### src/rtl/block_tracker.sv
// -----------------------------------------------------------------------------
// block_tracker
//
// Framing stage between the AXI-Stream pixel input and the chaos crypto core.
// It counts 32-bit blocks against a programmed image length and drives the
// controller's first/last-block status. It forwards data through a 2-entry
// skid buffer, tags the final block of each image with m_axis_tlast, and
// pulses frame_done once that block has left on the m side. After every image
// it rearms itself, so back-to-back images need no software action.
//
// Parameters:
//   DATA_W          stream data width
//   CNT_W           block-counter width (max image length 2^CNT_W-1 blocks)
//
// Ports:
//   clk             system clock
//   reset           synchronous, active-high reset
//   cfg_num_blocks  image length in blocks, sampled only on cfg_load
//   cfg_load        one-cycle pulse: latch length, flush buffer, start frame
//   s_axis_*        input stream (tready is registered)
//   m_axis_*        output stream; tlast marks the final block of the image
//   is_first_block  current input beat has index 0 (RUN only)
//   is_last_block   current input beat has index num_blocks-1 (RUN only)
//   frame_done      one-cycle pulse after the last block handshakes on m side
//   cfg_err         sticky: the most recent cfg_load carried length 0
//   blk_index       input block counter (debug)
// -----------------------------------------------------------------------------
module block_tracker #(
  parameter int DATA_W = 32,
  parameter int CNT_W  = 20
) (
  input  logic              clk,
  input  logic              reset,
  input  logic [CNT_W-1:0]  cfg_num_blocks,
  input  logic              cfg_load,
  input  logic [DATA_W-1:0] s_axis_tdata,
  input  logic              s_axis_tvalid,
  output logic              s_axis_tready,
  output logic [DATA_W-1:0] m_axis_tdata,
  output logic              m_axis_tvalid,
  input  logic              m_axis_tready,
  output logic              m_axis_tlast,
  output logic              is_first_block,
  output logic              is_last_block,
  output logic              frame_done,
  output logic              cfg_err,
  output logic [CNT_W-1:0]  blk_index
);

  typedef enum logic [1:0] {
    IDLE  = 2'd0,
    RUN   = 2'd1,
    DRAIN = 2'd2
  } state_t;

  state_t state;
  state_t state_next;

  logic [CNT_W-1:0]  num_blocks;
  logic [CNT_W-1:0]  last_idx;

  // The main register is the m_axis_* output set itself; the skid register
  // holds one extra beat accepted while main was stalled.
  logic [DATA_W-1:0] skid_data;
  logic              skid_last;
  logic              skid_valid;
  logic              skid_next_valid;

  logic              s_hs;
  logic              m_hs;
  logic              beat_last;
  logic              main_free;
  logic              cfg_zero;

  // ---------------------------------------------------------------------------
  // Status flags: pure functions of registered state, independent of tvalid.
  // ---------------------------------------------------------------------------
  assign last_idx       = num_blocks - CNT_W'(1);
  assign is_first_block = (state == RUN) && (blk_index == '0);
  assign is_last_block  = (state == RUN) && (blk_index == last_idx);

  // ---------------------------------------------------------------------------
  // Handshake decode and next-state computation.
  // ---------------------------------------------------------------------------
  // NOTE: every signal written in this always_comb gets a default first, so no
  // path leaves it unassigned and no latch is inferred.
  always_comb begin
    s_hs            = s_axis_tvalid && s_axis_tready;
    m_hs            = m_axis_tvalid && m_axis_tready;
    beat_last       = (blk_index == last_idx);
    main_free       = !m_axis_tvalid || m_hs;
    cfg_zero        = (cfg_num_blocks == '0);
    state_next      = state;
    skid_next_valid = 1'b0;

    if (cfg_load) begin
      state_next      = cfg_zero ? IDLE : RUN;
      skid_next_valid = 1'b0;
    end else begin
      unique case (state)
        IDLE:    state_next = IDLE;
        RUN:     if (s_hs && beat_last) state_next = DRAIN;
        DRAIN:   if (m_hs && m_axis_tlast) state_next = RUN;
        default: state_next = IDLE;
      endcase

      // s_axis_tready is low whenever the skid is occupied, so a new beat and
      // a skid-to-main move never happen in the same cycle.
      if (main_free) skid_next_valid = 1'b0;
      else           skid_next_valid = skid_valid || s_hs;
    end
  end

  // ---------------------------------------------------------------------------
  // Registered FSM, counter, skid buffer and status outputs.
  // ---------------------------------------------------------------------------
  // NOTE: sequential state is updated only with non-blocking assignments so
  // every register samples pre-edge values regardless of statement order.
  always_ff @(posedge clk) begin
    if (reset) begin
      state         <= IDLE;
      num_blocks    <= '0;
      blk_index     <= '0;
      s_axis_tready <= 1'b0;
      m_axis_tvalid <= 1'b0;
      m_axis_tlast  <= 1'b0;
      m_axis_tdata  <= '0;
      skid_valid    <= 1'b0;
      skid_last     <= 1'b0;
      frame_done    <= 1'b0;
      cfg_err       <= 1'b0;
      // NOTE: skid_data is a pure datapath register qualified by skid_valid,
      // so it is deliberately left out of reset.
    end else begin
      frame_done <= 1'b0;

      if (cfg_load) begin
        // A new configuration wins over everything: flush both buffer
        // entries and drop any beat handshaking on either side this cycle.
        num_blocks    <= cfg_num_blocks;
        blk_index     <= '0;
        m_axis_tvalid <= 1'b0;
        m_axis_tlast  <= 1'b0;
        skid_valid    <= 1'b0;
        cfg_err       <= cfg_zero;
      end else begin
        // Block counter: wraps only through the last-block reset.
        if (s_hs) begin
          if (beat_last) blk_index <= '0;
          else           blk_index <= blk_index + CNT_W'(1);
        end

        // Skid buffer: refill main from skid first, then from the input.
        if (main_free) begin
          if (skid_valid) begin
            m_axis_tdata  <= skid_data;
            m_axis_tlast  <= skid_last;
            m_axis_tvalid <= 1'b1;
            skid_valid    <= 1'b0;
          end else if (s_hs) begin
            m_axis_tdata  <= s_axis_tdata;
            m_axis_tlast  <= beat_last;
            m_axis_tvalid <= 1'b1;
          end else begin
            m_axis_tvalid <= 1'b0;
            m_axis_tlast  <= 1'b0;
          end
        end else if (s_hs) begin
          skid_data  <= s_axis_tdata;
          skid_last  <= beat_last;
          skid_valid <= 1'b1;
        end

        // The last-tagged beat can only leave while draining.
        frame_done <= (state == DRAIN) && m_hs && m_axis_tlast;
      end

      state         <= state_next;
      s_axis_tready <= (state_next == RUN) && !skid_next_valid;
    end
  end

endmodule

### config.mk
export PLATFORM = sky130hd
export DESIGN_NAME = block_tracker
export DESIGN_NICKNAME = d
export VERILOG_FILES = /design/src/rtl/block_tracker.sv
export SDC_FILE = /design/constraint.sdc
export NUM_CORES = 1
export LEC_CHECK = 0
export ABC_CLOCK_PERIOD_IN_PS = 5100
export CORE_AREA = 8 8 99 101
export CTS_BUF_LIST = sky130_fd_sc_hd__clkbuf_4 sky130_fd_sc_hd__clkbuf_8
export CTS_CLUSTER_SIZE = 16
export DETAILED_ROUTE_END_ITERATION = 6
export DIE_AREA = 0 0 107 109
export DONT_BUFFER_PORTS = 1
export PLACE_DENSITY = 0.81
export SYNTH_ARGS = -nofsm -noshare
export SYNTH_HDL_FRONTEND = slang
export SYNTH_SLANG_ARGS = --single-unit
### constraint.sdc
create_clock -name clk -period 5.1 [get_ports clk]
set_clock_uncertainty 0.05 [all_clocks]
set_input_delay 0.255 -clock clk [delete_from_list [all_inputs] [get_ports clk]]
set_output_delay 0.255 -clock clk [all_outputs]
set_load 0.005 [all_outputs]
==> results.sh, run 1 <==
export IMPL_max_cap_violations=0
export IMPL_clkPwrFrac_pct=44.6
export IMPL_tightestPinTransition_ps=1094
export IMPL_synthTopCellsByArea="dfxtp_1 (31%), edfxtp_1 (18%), mux2i_1 (10%), nor2_1 (6.4%), a211oi_1 (4.5%)"
export IMPL_die_height_um=109
export IMPL_drtPass1Iterations=5
export IMPL_first_global_vias=4440
export IMPL_final_hold_violation_count=0
export IMPL_cp_arrival_ps=3960
export IMPL_p_per_area_nw_per_um2=332.5
export IMPL_critPathLaunchType="flop"
export IMPL_place_gp_congestion=0.9374
export IMPL_power_total_mw=2.105
export IMPL_synth_warnings=0
export IMPL_area_growth_pct=19.59
export IMPL_cts_clk_slew_worst_paths_ps=70
export IMPL_yosysTopAreaCell="dfxtp_1"
export IMPL_cts_max_level=4
export IMPL_hold_depth=2
export IMPL_vias_per_cell=6.219
export IMPL_syn_area_um2=5294
export IMPL_numCtsBuffers=17
export IMPL_n_antenna_cell=0
export IMPL_p_int_mw=1.586
export IMPL_antenna_found_initial=0
export IMPL_nNetsFinal=639
export IMPL_drive_gt1_share_pct=7.627
export IMPL_std_cell_rows=34
export IMPL_swShare_pct=24.68
export IMPL_clkLatencyLatePin_ps=420
export IMPL_postSynthAreaPerCell_um2=10.03
export IMPL_finish_utilization_pct=75.54
export IMPL_ios=116
export IMPL_critical_path_class="flop to flop"
export IMPL_vdd_drop_max_v=0.0004040
export IMPL_fp_dieArea_um2=11660
export IMPL_drc=0
export IMPL_synth_seq_area_share_pct=48.78
export IMPL_synth_ff_type="dfxtp_1"
export IMPL_synth_top_area_share_pct=30.63
export IMPL_crit_fanout=19
export IMPL_clockBufferDepth=2
export IMPL_core_area_um2=8381
export IMPL_fin_crit_ps=3740
export IMPL_ctsResizeCount=0
export IMPL_status="finished, final reports clean"
export IMPL_timing_critical_path_to_type="flop"
export IMPL_ant_nets=0
export IMPL_comb_power_share_pct=9.3
export IMPL_ys_types=49
export IMPL_dp_hpwl_um=9101
export IMPL_grt_max_degree=65
export IMPL_seqPwrFrac_pct=46.1
export IMPL_grt_overflow_total=0
export IMPL_port_buffers=0
export IMPL_root_buffer="clkbuf_8"
export IMPL_tns_ps=0
export IMPL_rr_worst_depth=8
export IMPL_grt_usage_pct=24.86
export IMPL_wl_per_cell_um=20.72
export IMPL_dp_cells=606
export IMPL_dieWidth_um=107
export IMPL_synth_fp_nets=590
export IMPL_p_switching_mw=0.5196
export IMPL_clkSinkCount=113
export IMPL_first_iter_violations=241
export IMPL_required_ps=5320
export IMPL_instances_no_fill=698
export IMPL_synth_edf_count=32
export IMPL_synth_cells=528
export IMPL_wl_um=14460
export IMPL_min_path_type="primary input to flop"
export IMPL_timing_hold_ws_ps=24.84
export IMPL_cts_tree="built"
export IMPL_grt_pass1_wl_um=22760
export IMPL_p_leak_nw=2.180
export IMPL_rsz0062_at_grt="false"
export IMPL_detailroute_via_count=4341
export IMPL_timing_fmax_ghz=0.2674
export IMPL_slew_violations=0
export IMPL_n_fill_cell=556
export IMPL_max_slew_margin_pct=26.80
export IMPL_post_cts_setup_buffers=0
export IMPL_async_flop_share_pct=0
export IMPL_setup_viol=0
export IMPL_synth_ff_latch_count=113
export IMPL_period_share_pct=73.33
export IMPL_initial_core_util_pct=63.17
## worst max-delay path: stages (launching register included)
cell and delay [ps]:
dfxtp_1 390, nor4_1 880, nand3_1 330, nor4_1 320, mux2i_1 260, nand4_1 210, nor4_2 390, nand2b_1 610
nor2_1 150
## power groups by stage
stage                     clock network [mW]  registers [mW]  logic [mW]
after CTS                              0.949           0.968       0.189
final                                  0.940           0.970       0.196
after floorplan                            0           0.977       0.136
after detailed placement                   0           0.989       0.137
after global routing                   0.990           0.972       0.213
after global placement                     0           0.988       0.130
## layout by cell type, fill, tap and decap left out, types with 2 or more instances in the layout
master	n
inv_6	4
xor2_1	24
a21oi_1	8
nor4_2	2
edfxtp_1	32
nor2_1	90
nor3_1	10
clkbuf_8	17
inv_1	12
clkinv_4	3
nor4b_1	6
buf_4	2
nand4b_1	3
dfxtp_1	80
or3_1	2
xnor2_1	23
mux2i_1	54
a21boi_0	3
o31ai_1	4
nor2b_1	2
o211ai_1	2
a31oi_1	2
clkinvlp_4	3
ha_1	5
nand2b_1	8
dlygate4sd3_1	59
a211oi_1	32
nand2_1	20
nor4_1	20
and3_1	3
o311a_1	2
o21ai_0	3
or4_1	2
bufinv_16	4
nand3_1	16
nand4_1	6
or2_2	3
## sequential cells by signal, summed over array words and instances (netlist names)
| name | cells |
|---|---|
| frame_done | 1 |
| skid_last | 1 |
| m_axis_tlast | 1 |
| state | 2 |
| num_blocks | 20 |
| skid_valid | 1 |
| m_axis_tdata | 32 |
| s_axis_tready | 1 |
| skid_data | 32 |
| m_axis_tvalid | 1 |
| cfg_err | 1 |
| blk_index | 20 |
## cells in the mapped netlist (4+ instances only)
library cell / count
mux2i_1: 54
xor2_1: 24
dfxtp_1: 81
edfxtp_1: 32
inv_1: 12
buf_6: 9
nor4b_1: 6
nand2_1: 20
nand2b_1: 8
o31ai_1: 4
nor4_1: 21
xnor2_1: 23
nor3_1: 11
nor2_1: 90
nand3_1: 16
clkbuf_1: 20
a211oi_1: 32
a21oi_1: 8
nand4_1: 6
ha_1: 5
## logic make-up after synthesis
kind of cell             count (synthesis)  share of synthesized area [%]
AO/OA/AOI/OAI                           63                          8.674
XOR/XNOR                                47                          7.776
adder cells (fa/ha/maj)                  5                          1.182
buffers and inverters                   44                          4.420
flip-flops                             113                          48.78
multiplexers                            55                          10.42
AND/OR/NAND/NOR                        201                          18.74
## layout make-up
| type | count | area [um^2] | area share, % |
|---|---|---|---|
| inverter | 12 | 45.04 | 0.7115 |
| tap | 108 | 135.1 | 2.134 |
| clock inverter | 14 | 203.9 | 3.221 |
| sequential | 113 | 2584 | 40.81 |
| multi-input combinational | 371 | 2489 | 39.31 |
| timing repair buffer | 62 | 633.1 | 10.00 |
| clock buffer | 18 | 241.5 | 3.814 |
## path summary, 6_finish.rpt
kind | start | to | slack, ps
worst max-delay path | num_blocks[2] | blk_index[17] | 1360
worst min register to register | skid_last | skid_last | 450
worst max register to register | num_blocks[2] | blk_index[17] | 1360
worst min-delay path | s_axis_tdata[23] | m_axis_tdata[23] | 20
## through the flow
| step | area, um^2 | setup slack [ps] |
|---|---|---|
| after global placement | 5268 | 1661 |
| final | 6331 | 1360 |
| after detailed placement | 5268 | 1481 |
| after global routing | 6331 | 877.7 |
| after CTS | 6331 | 1413 |
| after floorplan | 5294 | 713.1 |
## per-layer routing
metal / part of all wire (%) / vias up / track usage [%]
met4: 2.3 / 0 / 8.643
met1: 36 / 2061 / 26.69
met3: 11 / 39 / 10.46
met5: 0 / - / 0
met2: 51 / 236 / 43.25
li1: - / 2005 / -
## timing repair
| action | in CTS | in global routing |
|---|---|---|
| setup endpoints to repair | 0 | 0 |
| hold endpoints to repair | 91 | 0 |
| hold buffers | 60 | 0 |
No activity file was read; power rests on OpenSTA's default activity.
==> inputs of run 2 (changes only) <==
==> config.mk (replaced) <==
export PLATFORM = sky130hd
export DESIGN_NAME = block_tracker
export DESIGN_NICKNAME = d
export VERILOG_FILES = /design/src/rtl/block_tracker.sv
export SDC_FILE = /design/constraint.sdc
export NUM_CORES = 1
export LEC_CHECK = 0
export ABC_CLOCK_PERIOD_IN_PS = 3200
export CORE_AREA = 8 8 104 106
export CTS_BUF_LIST = sky130_fd_sc_hd__clkbuf_4 sky130_fd_sc_hd__clkbuf_8
export CTS_CLUSTER_SIZE = 16
export DETAILED_ROUTE_END_ITERATION = 6
export DIE_AREA = 0 0 112 114
export DONT_BUFFER_PORTS = 1
export PLACE_DENSITY = 0.77
export SYNTH_ARGS = -nofsm -noshare
export SYNTH_HDL_FRONTEND = slang
export SYNTH_SLANG_ARGS = --single-unit
==> constraint.sdc (replaced) <==
create_clock -name clk -period 3.2 [get_ports clk]
set_clock_uncertainty 0.05 [all_clocks]
set_input_delay 0.16 -clock clk [delete_from_list [all_inputs] [get_ports clk]]
set_output_delay 0.16 -clock clk [all_outputs]
set_load 0.005 [all_outputs]
==> run 2 against run 1 <==
Compared with the run above: combinational power grew 71%; largest cell class unchanged; hold slack got worse by 2.0 ps; cell count increased by 2.0%; sequential cell count unchanged; worst setup slack worse by 1300 ps; die area grew 9.5%; clock power increased by 50%; non-clock buffer count up 11.
==> results.sh, run 2 (same netlist as run 1, synthesis figures left out) <==
export IMPL_status="finished, final reports clean"
export IMPL_initial_core_util_pct=58.12
export IMPL_port_buffers=0
export IMPL_p_switching_mw=0.8758
export IMPL_tightestPinTransition_ps=1107
export IMPL_mostFrequentLayoutCells="nor2_1 (90), dfxtp_1 (80), dlygate4sd3_1 (62)"
export IMPL_required_ps=2990
export IMPL_cts_tree="built"
export IMPL_finish_utilization_pct=70.80
export IMPL_comb_power_share_pct=10.2
export IMPL_nNetsFinal=650
export IMPL_first_global_vias=4463
export IMPL_cts_max_level=4
export IMPL_critPathLaunchType="flop"
export IMPL_dp_cells=617
export IMPL_critical_path_class="flop to primary output"
export IMPL_final_seq_area_um2=2584
export IMPL_root_buffer="clkbuf_8"
export IMPL_setup_viol=0
export IMPL_ios=116
export IMPL_wl_per_cell_um=20.49
export IMPL_design_area_um2=6449
export IMPL_timing_hold_ws_ps=22.82
export IMPL_vdd_drop_max_v=0.0003639
export IMPL_core_area_um2=9109
export IMPL_max_cap_violations=0
export IMPL_die_height_um=114
export IMPL_clkLatencyLatePin_ps=430
export IMPL_wl_met3_um=1159
export IMPL_antenna_found_initial=0
export IMPL_p_per_area_nw_per_um2=509.6
export IMPL_vias_per_cell=6.105
export IMPL_max_slew_margin_pct=25.95
export IMPL_drive_gt1_share_pct=9.318
export IMPL_timing_critical_path_to_type="primary output"
export IMPL_setup_ws_ps=91.26
export IMPL_multi_input_area_um2=2529
export IMPL_drc=0
export IMPL_place_ws_ps=131.0
export IMPL_detailroute_via_count=4347
export IMPL_layout_commonest_cell="nor2_1"
export IMPL_area_growth_pct=21.82
export IMPL_ant_nets=0
export IMPL_grt_max_degree=65
export IMPL_fin_crit_ps=3109
export IMPL_grt_pass1_wl_um=23010
export IMPL_clkPwrFrac_pct=42.8
export IMPL_dieWidth_um=112
export IMPL_swShare_pct=26.65
export IMPL_timing_fmax_ghz=0.3217
export IMPL_period_share_pct=97.15
export IMPL_grt_overflow_total=0
export IMPL_crit_fanout=9
export IMPL_min_path_type="primary input to flop"
export IMPL_grt_usage_pct=22.73
export IMPL_wirelength_met1_um=5642
export IMPL_p_int_mw=2.411
export IMPL_place_gp_congestion=0.9379
export IMPL_top_layer="met4"
export IMPL_first_iter_violations=336
export IMPL_instances_no_fill=712
export IMPL_n_fill_cell=651
export IMPL_clockBufferDepth=2
export IMPL_std_cell_rows=35
export IMPL_cp_arrival_ps=2900
export IMPL_p_leak_nw=2.247
export IMPL_wl_um=14590
export IMPL_wl_met2_um=7461
export IMPL_clkSinkCount=113
export IMPL_placed_cell_area_um2=5353
export IMPL_slew_violations=0
export IMPL_seqPwrFrac_pct=47.0
export IMPL_top_regs="m_axis_tdata: 32 flops, skid_data: 32 flops"
export IMPL_cts_clk_slew_worst_paths_ps=80
export IMPL_numCtsBuffers=17
export IMPL_n_antenna_cell=0
export IMPL_dp_hpwl_um=9569
export IMPL_drtPass1Iterations=5
export IMPL_final_hold_violation_count=0
export IMPL_fp_dieArea_um2=12770
run 2: cell types whose count changed in the layout (fill, tap and decap cells not counted), moves of 2 or more:
cell	delta
buf_4	+7
dlygate4sd3_1	+3
inv_8	+2
bufinv_16	-2
clkinvlp_4	-2
run 2: timing repair:
action                     in CTS  in global routing
setup endpoints to repair       1                  2
setup buffers                   0                  0
resized for setup               2                  3
hold endpoints to repair       94                  0
hold buffers                   63                  0
run 2: area by class of cell:
type                       count  share of cell area, %
sequential                   113                  40.07
timing repair buffer          73                  11.41
inverter                      12                 0.6985
tap                          111                  2.154
clock inverter                14                  2.619
multi-input combinational    371                  39.21
clock buffer                  18                  3.842
run 2: critical path: stages (launching register included):
cell and delay (ps):
dfxtp_1 400, or4_4 610, or4_1 530, a21oi_1 210, o211a_1 210, nand4b_1 170, nor4b_4 350
run 2: power groups by stage:
stage / logic (mW) / registers, mW / clock network [mW]
floorplan: 0.217 / 1.56 / 0
global placement: 0.220 / 1.57 / 0
detailed placement: 0.227 / 1.58 / 0
CTS: 0.323 / 1.54 / 1.42
global route: 0.364 / 1.55 / 1.48
finish: 0.336 / 1.54 / 1.41
run 2: metrics by stage:
stage               total power [mW]  setup TNS, ps
floorplan                      1.774              0
global placement               1.795              0
detailed placement             1.802              0
CTS                            3.288              0
global route                   3.397         -19.22
finish                         3.286              0
run 2: routing by layer:
metal / GRT usage, % / vias to the layer above
li1: - / 2020
met1: 23.84 / 2099
met2: 40.83 / 194
met3: 7.977 / 34
met4: 9.353 / 0
met5: 0 / -
run 2: path summary, 6_finish.rpt:
kind	from	end	slack (ps)	cells after the start
setup reg to reg	num_blocks[2]	s_axis_tready	170	8
setup / recovery	num_blocks[2]	is_last_block	90	6
hold / removal	reset	m_axis_tdata[30]	20	2
hold reg to reg	skid_last	skid_last	470	2
